--- src/rtl/rtc_bus_sequencer.sv ---
// Scans N_REGS registers of a multiplexed-bus RTC, one timed address+data transaction each.
// Define RTC_12H_CONV_EN to convert the hours byte to 12 h BCD when formato_hora=1.
module rtc_bus_sequencer #(
  parameter int         N_REGS    = 10,
  parameter logic [7:0] BASE_ADDR = 8'h21,
  parameter int         T_PHASE   = 4,
  parameter int         HOUR_IDX  = 2,
  localparam int        IDX_W     = (N_REGS > 1) ? $clog2(N_REGS) : 1
) (
  input  logic             clk,
  input  logic             reset,
  input  logic             start,
  input  logic             wr_mode,
  input  logic [7:0]       wr_data,
  input  logic             formato_hora,
  input  logic [7:0]       dato_in,
  output logic [7:0]       dato_out,
  output logic             dato_oe,
  output logic             a_d,
  output logic             cs,
  output logic             rd,
  output logic             wr,
  output logic [IDX_W-1:0] idx,
  output logic [7:0]       rd_data,
  output logic             rd_valid,
  output logic             busy,
  output logic             done,
  output logic             am_pm,
  output logic [2:0]       dbg_state
);

  typedef enum logic [2:0] {
    S_IDLE, S_ADDR_SETUP, S_ADDR_STROBE, S_ADDR_HOLD,
    S_DATA_SETUP, S_DATA_STROBE, S_DATA_HOLD, S_GAP
  } state_t;

  localparam logic [7:0]       T_LAST     = 8'(T_PHASE - 1);
  localparam logic [7:0]       GAP_LAST   = 8'((T_PHASE > 1) ? (T_PHASE - 2) : 0);
  localparam bit               SINGLE_CLK = (T_PHASE == 1);
  localparam logic [IDX_W-1:0] IDX_LAST   = IDX_W'(N_REGS - 1);
  localparam logic [IDX_W-1:0] IDX_HOUR   = IDX_W'(HOUR_IDX);

  state_t           state_q, state_d;
  logic [7:0]       cnt_q, cnt_d;
  logic [IDX_W-1:0] idx_q, idx_d;
  logic             wr_mode_q, wr_mode_d;
  logic [7:0]       wr_lat_q, wr_lat_d;
  logic [7:0]       rd_data_q, rd_data_d;
  logic             rd_valid_q, rd_valid_d;
  logic             done_q, done_d;

  logic phase_end;
  logic gap_final;
  logic last_idx;
  logic is_hour;

  assign phase_end = (cnt_q == T_LAST);
  assign last_idx  = (idx_q == IDX_LAST);
  assign is_hour   = (idx_q == IDX_HOUR);
  // The done cycle stands in for the final GAP clock, so a scan is exactly
  // 7*T_PHASE*N_REGS clocks from start to done and back-to-back scans have no dead cycle.
  assign gap_final = !SINGLE_CLK && (cnt_q == GAP_LAST);

`ifdef RTC_12H_CONV_EN
  logic am_pm_q, am_pm_d;

  // Returns {pm, 12 h BCD hour}; anything that is not a valid 00..23 BCD hour maps to 00 AM.
  function automatic logic [8:0] hour_12h(input logic [7:0] bcd);
    logic valid;
    valid = (bcd[3:0] <= 4'd9) &&
            ((bcd[7:4] < 4'd2) || ((bcd[7:4] == 4'd2) && (bcd[3:0] <= 4'd3)));
    if (!valid)                           return {1'b0, 8'h00};
    else if (bcd == 8'h00)                return {1'b0, 8'h12};
    else if (bcd < 8'h12)                 return {1'b0, bcd};
    else if (bcd == 8'h12)                return {1'b1, 8'h12};
    else if (bcd[7:4] == 4'd1)            return {1'b1, 4'h0, bcd[3:0] - 4'd2};
    else if (bcd[3:0] <= 4'd1)            return {1'b1, 4'h0, bcd[3:0] + 4'd8};
    else                                  return {1'b1, 4'h1, bcd[3:0] - 4'd2};
  endfunction
`else
  logic unused_cfg;
  assign unused_cfg = formato_hora ^ is_hour;
`endif

  always_ff @(posedge clk or negedge reset) begin
    if (!reset) begin
      state_q    <= S_IDLE;
      cnt_q      <= 8'd0;
      idx_q      <= '0;
      wr_mode_q  <= 1'b0;
      wr_lat_q   <= 8'h00;
      rd_data_q  <= 8'h00;
      rd_valid_q <= 1'b0;
      done_q     <= 1'b0;
`ifdef RTC_12H_CONV_EN
      am_pm_q    <= 1'b0;
`endif
    end else begin
      state_q    <= state_d;
      cnt_q      <= cnt_d;
      idx_q      <= idx_d;
      wr_mode_q  <= wr_mode_d;
      wr_lat_q   <= wr_lat_d;
      rd_data_q  <= rd_data_d;
      rd_valid_q <= rd_valid_d;
      done_q     <= done_d;
`ifdef RTC_12H_CONV_EN
      am_pm_q    <= am_pm_d;
`endif
    end
  end

  // start/busy handshake: start is a request sampled only while busy=0 (IDLE,
  // including the done cycle); a start seen while busy is dropped, never queued.
  always_comb begin
    state_d    = state_q;
    cnt_d      = phase_end ? 8'd0 : cnt_q + 8'd1;
    idx_d      = idx_q;
    wr_mode_d  = wr_mode_q;
    wr_lat_d   = wr_lat_q;
    rd_data_d  = rd_data_q;
    rd_valid_d = 1'b0;
    done_d     = 1'b0;
`ifdef RTC_12H_CONV_EN
    am_pm_d    = am_pm_q;
`endif
    case (state_q)
      S_IDLE: begin
        cnt_d = 8'd0;
        if (start) begin
          state_d   = S_ADDR_SETUP;
          idx_d     = '0;
          wr_mode_d = wr_mode;
        end
      end
      S_ADDR_SETUP:  if (phase_end) state_d = S_ADDR_STROBE;
      S_ADDR_STROBE: if (phase_end) state_d = S_ADDR_HOLD;
      S_ADDR_HOLD: begin
        if (phase_end) begin
          state_d  = S_DATA_SETUP;
          wr_lat_d = wr_data;
        end
      end
      S_DATA_SETUP:  if (phase_end) state_d = S_DATA_STROBE;
      S_DATA_STROBE: begin
        if (phase_end) begin
          state_d = S_DATA_HOLD;
          if (!wr_mode_q) begin
            rd_valid_d = 1'b1;
            rd_data_d  = dato_in;
`ifdef RTC_12H_CONV_EN
            if (formato_hora && is_hour) {am_pm_d, rd_data_d} = hour_12h(dato_in);
`endif
          end
        end
      end
      S_DATA_HOLD: begin
        if (phase_end) begin
          if (SINGLE_CLK && last_idx) begin
            state_d = S_IDLE;
            done_d  = 1'b1;
          end else begin
            state_d = S_GAP;
          end
        end
      end
      S_GAP: begin
        if (last_idx && gap_final) begin
          state_d = S_IDLE;
          done_d  = 1'b1;
        end else if (!last_idx && phase_end) begin
          state_d = S_ADDR_SETUP;
          idx_d   = idx_q + IDX_W'(1);
        end
      end
      default: state_d = S_IDLE;
    endcase
  end

  always_comb begin
    a_d      = 1'b1;
    cs       = 1'b1;
    rd       = 1'b1;
    wr       = 1'b1;
    dato_oe  = 1'b0;
    dato_out = 8'h00;
    case (state_q)
      S_ADDR_SETUP, S_ADDR_STROBE, S_ADDR_HOLD: begin
        a_d      = 1'b0;
        cs       = 1'b0;
        dato_oe  = 1'b1;
        dato_out = BASE_ADDR + 8'(idx_q);
        wr       = (state_q != S_ADDR_STROBE);
      end
      S_DATA_SETUP, S_DATA_STROBE, S_DATA_HOLD: begin
        cs = 1'b0;
        if (wr_mode_q) begin
          dato_oe  = 1'b1;
          dato_out = wr_lat_q;
          wr       = (state_q != S_DATA_STROBE);
        end else begin
          rd = (state_q != S_DATA_STROBE);
        end
      end
      default: ;
    endcase
  end

  assign idx       = idx_q;
  assign rd_data   = rd_data_q;
  assign rd_valid  = rd_valid_q;
  assign busy      = (state_q != S_IDLE);
  assign done      = done_q;
  assign dbg_state = state_q;
`ifdef RTC_12H_CONV_EN
  assign am_pm     = am_pm_q;
`else
  assign am_pm     = 1'b0;
`endif

endmodule

--- config.mk ---
export PLATFORM = sky130hd
export DESIGN_NAME = rtc_bus_sequencer
export DESIGN_NICKNAME = d
export VERILOG_FILES = /design/src/rtl/rtc_bus_sequencer.sv
export SDC_FILE = /design/constraint.sdc
export NUM_CORES = 1
export LEC_CHECK = 0
export ABC_CLOCK_PERIOD_IN_PS = 5700
export BUFFER_PORTS_ARGS = -buffer_cell sky130_fd_sc_hd__buf_2
export CAP_MARGIN = 20
export CORE_MARGIN = 1.5
export CORE_UTILIZATION = 54
export CTS_CLUSTER_DIAMETER = 100
export DETAILED_ROUTE_END_ITERATION = 8
export PLACE_DENSITY = 0.84
export SYNTH_ARGS = -nofsm -noshare
export SYNTH_HDL_FRONTEND = slang
export SYNTH_SLANG_ARGS = --single-unit
--- constraint.sdc ---
create_clock -name clk -period 5.7 [get_ports clk]
set_clock_uncertainty 0.15 [all_clocks]
set_input_delay 0.57 -clock clk [delete_from_list [all_inputs] [get_ports clk]]
set_output_delay 0.57 -clock clk [all_outputs]
set_load 0.01 [all_outputs]
---- Word-level counts from Yosys, hierarchy flattened ----
Cells that the tools add are included.
storage, ports and cells
  memories kept ........................... 0
  latch bits .............................. 0
  flip-flop bits (word level) ............. 34
  bits in read-only memories .............. 0
  bits in writable memories ............... 0
  output and inout port bits .............. 32
operators by class
  multiply operators ...................... 0
  eq/ne operators ......................... 22
  shift operators ......................... 0
  $add $sub $neg .......................... 3
  reductions and logical operators ........ 14
  bitwise logic cells ..................... 1
  $lt $le $gt $ge ......................... 0
  mux-type cells .......................... 31
  div/mod/pow operators ................... 0
operators by type and width
  kind                   number
  $mux W3                9
  $mux W8                3
  $pmux W3 S8            1
  $ne A2 B2 Y1 const B   9
  $eq A8 B2 Y1 const B   2
  $pmux W8 S2            1
  $eq A3 B3 Y1 const B   4
  $mux W4                3
  $mux W1                11
  $add A8 B1 Y8 const B  1
  $pmux W4 S2            1
  $reduce_and A8 Y1      1
  $add A6 B4 Y7 const A  1
  $eq A3 B2 Y1 const B   2
  $ne A3 B3 Y1 const B   2
  $reduce_or A3 Y1       2
  $reduce_or A6 Y1       1
  $add A4 B1 Y4 const B  1
  $eq A4 B4 Y1 const B   1
  $pmux W1 S2            2
  $reduce_and A2 Y1      2
  $reduce_and A4 Y1      1
  $eq A3 B1 Y1 const B   1
  $logic_not A3 Y1       1
  other kinds (7)        8

---- Depth between registers and ports, before layout ----
Gate-level depths: netlist of the first run.
  depth after elaboration ................. 6
  gate-level depth with buffers ........... 6
  depth with buffers taken out ............ 6

---- Worst setup path after synthesis of the first run ----
OpenSTA, ideal clock, no wires.
  path type ............................... reg2out
  start point ............................. reg state_q[1], in the netlist dbg_state[1]
  end point ............................... out dato_oe
  data arrival time ....................... 1.284 ns
  cell stages (with the launch flop) ...... 6
  path buffers ............................ 1
  path slack .............................. 3.696 ns
  cell sequence ........................... dfrtp_1 > buf_2 > nor3_1 > inv_1 > nand2_1 > a21oi_1
on the way
  word-level cells in the longest chain between the ends .. 3
ends and longest elaborated chain
  item                                        RTL line  source
  start, declared                             43        state_t state_q, state_d;
  start signal, assigned                      99        state_q <= state_d;
  $eq A3 B3 Y1, or another cell as far along  187       case (state_q)
  $reduce_or A3 Y1                            187
  $pmux W1 S2 (*)                             187
  end, declared                               18        output logic dato_oe,
Every way passes the cells marked *; elsewhere a longest branch is shown, timed or not.

---- Final worst setup path of the first run ----
  start point ............................. reg state_q[2], in the netlist dbg_state[2]
  end point ............................... out dato_oe
Same word-level chain as after synthesis.

==> flow_metrics.tcl, run 1 <==
set metrics [dict create \
    r2r-end "wr_lat_q[5]$_DFFE_PN0P_" \
    ys_ff_latch 34 \
    syn_area_um2 1710 \
    grt_pass1_vias 1332 \
    slew_headroom_pct 51.9 \
    crit_arrival_ns 1.84 \
    overflow 0 \
    period_share_pct 44.8 \
    met2_length_um 1690 \
    cap_violations 0 \
    first_pass_iters 4 \
    initial_core_util_pct 56.4 \
    fin_hold_ws_ns 0.127 \
    ir_drop_uv 149 \
    cts.path.max_buffers 2 \
    num_io_pins 53 \
    area_delta_synth_final_pct 19.8 \
    ys_async_sr_fraction_pct 100 \
    cts_setup_buffers 0 \
    antenna_found_initial 0 \
    crit_required_ns 4.98 \
    syn_inst 157 \
    wl_met1_um 1480 \
    wl_um 3410 \
    synthFlopType "dfrtp_1" \
    r2r_slack_ns 3.53 \
    fp.coreArea_um2 3030 \
    core.rowCount 20 \
    worstHoldPathType "in2async" \
    die_h_um 59.3 \
    startpoint "dbg_state[2]$_DFFE_PN0P_" \
    drc 0 \
    fmax_mhz 391 \
    tightest_slew_ns 0.722 \
    grt_max_degree 35 \
    tritoncts "yes" \
    endpoint "dato_oe" \
    status "finished, final reports clean" \
    numCtsBuffers 5 \
    fin_setup_tns_ns 0 \
    critPathCaptureType "output port" \
    p_comb_share_pct 5.1 \
    critPathKind "reg2out" \
    clkLatencyLatePin_ns 0.34 \
    maxSlewViolCount 0 \
    dr_wl_met3_um 203 \
    seqPwrFrac_pct 61.0 \
    via_per_inst 5.36 \
    post_cts_resized 0 \
    fin_crit_ns 2.56 \
    drt_iter0_markers 46 \
    antenna-diode-count 0 \
    hold_viol 0 \
    powerDensity_nw_per_um2 200 \
    avgSynthCellArea_um2 10.9 \
    rsz0062_at_grt "false" \
    ant_nets 0 \
    topRoutingLayerUsed "met4" \
    p_leak_nw 1.01 \
    ys_seq_area_share_pct 49.8 \
    dr_total_vias 1355 \
    clockPowerShare_pct 34.0 \
    netlist-cell-type-count 41 \
    grt_pass1_wl_um 5530 \
    grtUsageTotal_pct 20.8 \
    final_common_cell "buf_2" \
    cts_hold_buf 0 \
    synth-edff-count 0 \
    syn_nets 182 \
    final_cell_mix "buf_2, dfrtp_1, mux2_2, nor2_1, nand2_1" \
    root_buffer "clkbuf_4" \
    switching_share_pct 22.7 \
    crit_path_start_kind "flop" \
    drive_gt1_share_pct 39.2 \
    clkTransAtPathRegs_ns 0.11 \
    io_buffers 50 \
    yosysWarnings 0 \
    cts_sinks 34 \
    power_switching_uw 92.9 \
    die_x_um 59.3 \
    cp_max_fo 14 \
    finalSetupViolations 0 \
    rr_startpoint "cnt_q[0]$_DFF_PN0_" \
    ff2ff_path_depth 5 \
    hpwl_um 2580 \
    fp.dieArea_um2 3510 \
    wl_per_cell_um 13.5 \
    power.internal_uw 317 \
    finalWeightedCongestion 0.869 \
    cts_max_level 2 \
    nets 233 \
]
## area by class of cell
| type | count | area, µm² |
|---|---|---|
| Multi-Input combinational cell | 111 | 806 |
| Tap cell | 44 | 55.1 |
| Sequential cell | 34 | 851 |
| Inverter | 6 | 22.5 |
| Clock inverter | 2 | 12.5 |
| Timing Repair Buffer | 50 | 250 |
| Fill cell | 231 | 980 |
| Clock buffer | 6 | 51.3 |
## routing by layer
metal	GRT usage, %	vias to the layer above
met3	6.11	4
met2	35.8	58
met5	0	-
li1	-	644
met1	24.4	649
met4	7.47	0
## cell families (layout without fill, tap and decap cells)
kind of cell             Yosys count  count (layout)  synth area share [%]
other                              1               1                 0.219
AO/OA/AOI/OAI                     16              16                  6.15
multiplexers                      20              20                  13.3
XOR/XNOR                           9               9                  4.61
buffers and inverters             12              64                  3.07
flip-flops                        34              34                  49.8
adder cells (fa/ha/maj)            4               4                  2.93
AND/OR/NAND/NOR                   61              61                  19.9
## worst max-delay path, cell delays in order, from the launching register on
cell	delay, ns
dfrtp_1	0.56
nor3_1	0.41
inv_1	0.18
nand2_1	0.13
a21oi_1	0.05
buf_2	0.16
## state kept, by name, summed over array words and instances, names as in the netlist
signal	count
rd_data	8
wr_mode_q	1
cnt_q	8
rd_valid	1
idx	4
wr_lat_q	8
dbg_state	3
done	1
## power by group through the flow
stage	clock network [mW]	registers (mW)	logic [mW]
floorplan	0	0.255	0.00580
global placement	0	0.254	0.0204
detailed placement	0	0.254	0.0216
CTS	0.146	0.250	0.0216
global route	0.151	0.250	0.0232
finish	0.139	0.250	0.0208
## how the worst min path moves through the flow
| stage | slack (ns) | start | endpoint | cells past startpoint |
|---|---|---|---|---|
| global placement | 0.32 | wr_lat_q[2]$_DFFE_PN0P_ | wr_lat_q[2]$_DFFE_PN0P_ | 1 |
| CTS | 0.14 | reset | idx[1]$_DFFE_PN0P_ | 1 |
| finish | 0.13 | reset | idx[0]$_DFFE_PN0P_ | 1 |
| floorplan | 0.12 | reset | cnt_q[0]$_DFF_PN0_ | 0 |
| global route | 0.18 | reset | cnt_q[5]$_DFF_PN0_ | 1 |
| detailed placement | 0.34 | rd_data[2]$_DFFE_PN0P_ | rd_data[2]$_DFFE_PN0P_ | 1 |
## metrics by stage
step	cells	area [µm²]	power, mW	util [%]	setup WS, ns
after floorplan	157	1710	0.261	-	3.70
after global placement	245	1980	0.274	65.5	3.57
after detailed placement	245	1980	0.276	65.5	3.54
after CTS	253	2050	0.417	67.6	3.13
after global routing	253	2050	0.424	67.6	3.00
final	253	2050	0.409	67.6	3.14
## synth_stat cells (all sizes together) (2+ instances only)
cell	n	area share, %
dfrtp	34	50
a21oi	2	0.59
o21ai	6	1.8
and2	3	1.1
mux2	19	13
nand3	11	3.5
nand4	2	0.73
xnor2	2	1.0
xor2	7	3.6
inv	6	1.3
and3	4	1.5
nand2	14	3.2
nor2	16	3.5
buf	3	1.0
clkbuf	3	0.73
nor3	2	1.2
nor3b	3	1.6
ha	4	2.9
Note: power is estimated with default switching activity, not from simulation.
==> run 2, diff against run 1 <==
Settings changed: ABC_CLOCK_PERIOD_IN_PS 5700 to 2600, CORE_UTILIZATION 54 to 50, PLACE_DENSITY 0.84 to 0.78.
Clock period 5.7 ns to 2.6 ns, I/O delays scaled along.
==> run 2 against run 1 <==
Sequential share of layout area fell by 3.2 points. Routed wire length rose by 7.0%. Combinational power rose to 3.2 times the previous value. Largest power group unchanged. Clock-buffer cell count rose by 1. Clock power rose by 110%.
==> flow_metrics.tcl, run 2 (synthesis results as in run 1) <==
set metrics [dict create \
    first_pass_iters 4 \
    ir_drop_uv 289 \
    finalSetupViolations 0 \
    area_delta_synth_final_pct 29.7 \
    wl_per_cell_um 13.4 \
    crit_arrival_ns 1.76 \
    crit_path_start_kind "flop" \
    fp.dieArea_um2 3780 \
    fin_setup_tns_ns 0 \
    io_buffers 50 \
    powerDensity_nw_per_um2 409 \
    fp.coreArea_um2 3310 \
    ant_nets 0 \
    cts_sinks 34 \
    cts.path.max_buffers 2 \
    cap_violations 0 \
    drc 0 \
    numCtsBuffers 5 \
    drive_gt1_share_pct 35.8 \
    drt_iter0_markers 54 \
    clkTransAtPathRegs_ns 0.10 \
    fin_crit_ns 2.17 \
    critPathKind "reg2out" \
    nets 250 \
    grtUsageTotal_pct 20.6 \
    final_common_cell "buf_2" \
    antenna_found_initial 0 \
    maxSlewViolCount 0 \
    layout_setup_ws_ns 0.427 \
    tritoncts "yes" \
    pre_cts_ws_ns 0.469 \
    crit_required_ns 2.19 \
    clkLatencyLatePin_ns 0.33 \
    period_share_pct 83.6 \
    worstHoldPathType "in2reg" \
    grt_pass1_vias 1225 \
    overflow 0 \
    core.rowCount 21 \
    cts_max_level 2 \
    finalWeightedCongestion 0.870 \
    cp_max_fo 14 \
    tightest_slew_ns 0.728 \
    via_per_inst 5.06 \
    hold_viol 0 \
    p_leak_nw 1.08 \
    grt_max_degree 35 \
    critPathCaptureType "output port" \
    root_buffer "clkbuf_4" \
    wl_um 3650 \
    slew_headroom_pct 51.5 \
    antenna-diode-count 0 \
    dr_total_vias 1376 \
    grt_pass1_wl_um 5500 \
    initial_core_util_pct 51.6 \
    rsz0062_at_grt "false" \
    fmax_mhz 460 \
    die_h_um 61.5 \
    status "finished, final reports clean" \
    final_cell_mix "buf_2, dfrtp_1, mux2_2, dlygate4sd3_1, nor2_1" \
    num_io_pins 53 \
    hpwl_um 2460 \
    die_x_um 61.5 \
]
## run 2: cell types whose count changed in the layout (fill, tap and decap cells not counted)
| cell | delta |
|---|---|
| dlygate4sd3_1 | +17 |
| clkbuf_1 | +1 |
| clkinvlp_4 | -1 |
## run 2: stage by stage
step	total power, mW	hold slack, ns	instance area (µm²)	cells	util, %
floorplan	0.572	-0.186	1710	157	-
global route	0.952	0.0204	2220	272	67.0
detailed placement	0.604	0.216	1990	247	60.0
finish	0.908	0.0139	2220	272	67.0
CTS	0.919	0.00401	2200	270	66.4
global placement	0.602	0.226	1990	247	60.0
## run 2: worst max-delay path, stage by stage (launching register included)
cell and delay, ns:
dfrtp_1 0.55, nor3_1 0.39, inv_1 0.18, nand2_1 0.11, a21oi_1 0.05, buf_2 0.16
## run 2: final cells by class
type	instances	area, µm²
fillers	279	1090
flip-flops and latches	34	851
multi-input cells	111	806
repair buffers	67	420
well taps	46	57.6
clock buffers	7	55.1
inverters	6	22.5
clock inverters	1	5.00
## run 2: path summary, 6_finish.rpt
check                                         start                  endpoint  slack (ns)  depth (start not counted)
setup / recovery           dbg_state[2]$_DFFE_PN0P_                   dato_oe        0.43                          5
hold / removal                           wr_data[0]   wr_lat_q[0]$_DFFE_PN0P_        0.01                          2
setup reg to reg                 cnt_q[0]$_DFF_PN0_   wr_lat_q[2]$_DFFE_PN0P_        0.45                          5
hold reg to reg             wr_lat_q[6]$_DFFE_PN0P_   wr_lat_q[6]$_DFFE_PN0P_        0.36                          1
max in group asynchronous                     reset  dbg_state[0]$_DFFE_PN0P_        1.46                          2
min in group asynchronous                     reset  dbg_state[1]$_DFFE_PN0P_        0.37                          2
## run 2: per-layer routing
layer / routed length [µm] / GRT usage [%]
met1: 1570 / 24.7
met2: 1840 / 34.3
met3: 180 / 7.14
met4: 57 / 7.90
met5: 0 / 0
## run 2: timing repair
item | CTS | global route
resized for setup | 0 | 0
endpoints found under the hold margin | 48 | 2
buffers inserted | 0 | 0
hold buffers | 15 | 2
## run 2: power breakdown
part,internal [mW],switching [mW],leakage (nW)
clock,0.131,0.164,0.0353
sequential,0.541,0.00616,0.418
combinational,0.0397,0.0263,0.629
total,0.712,0.196,1.08
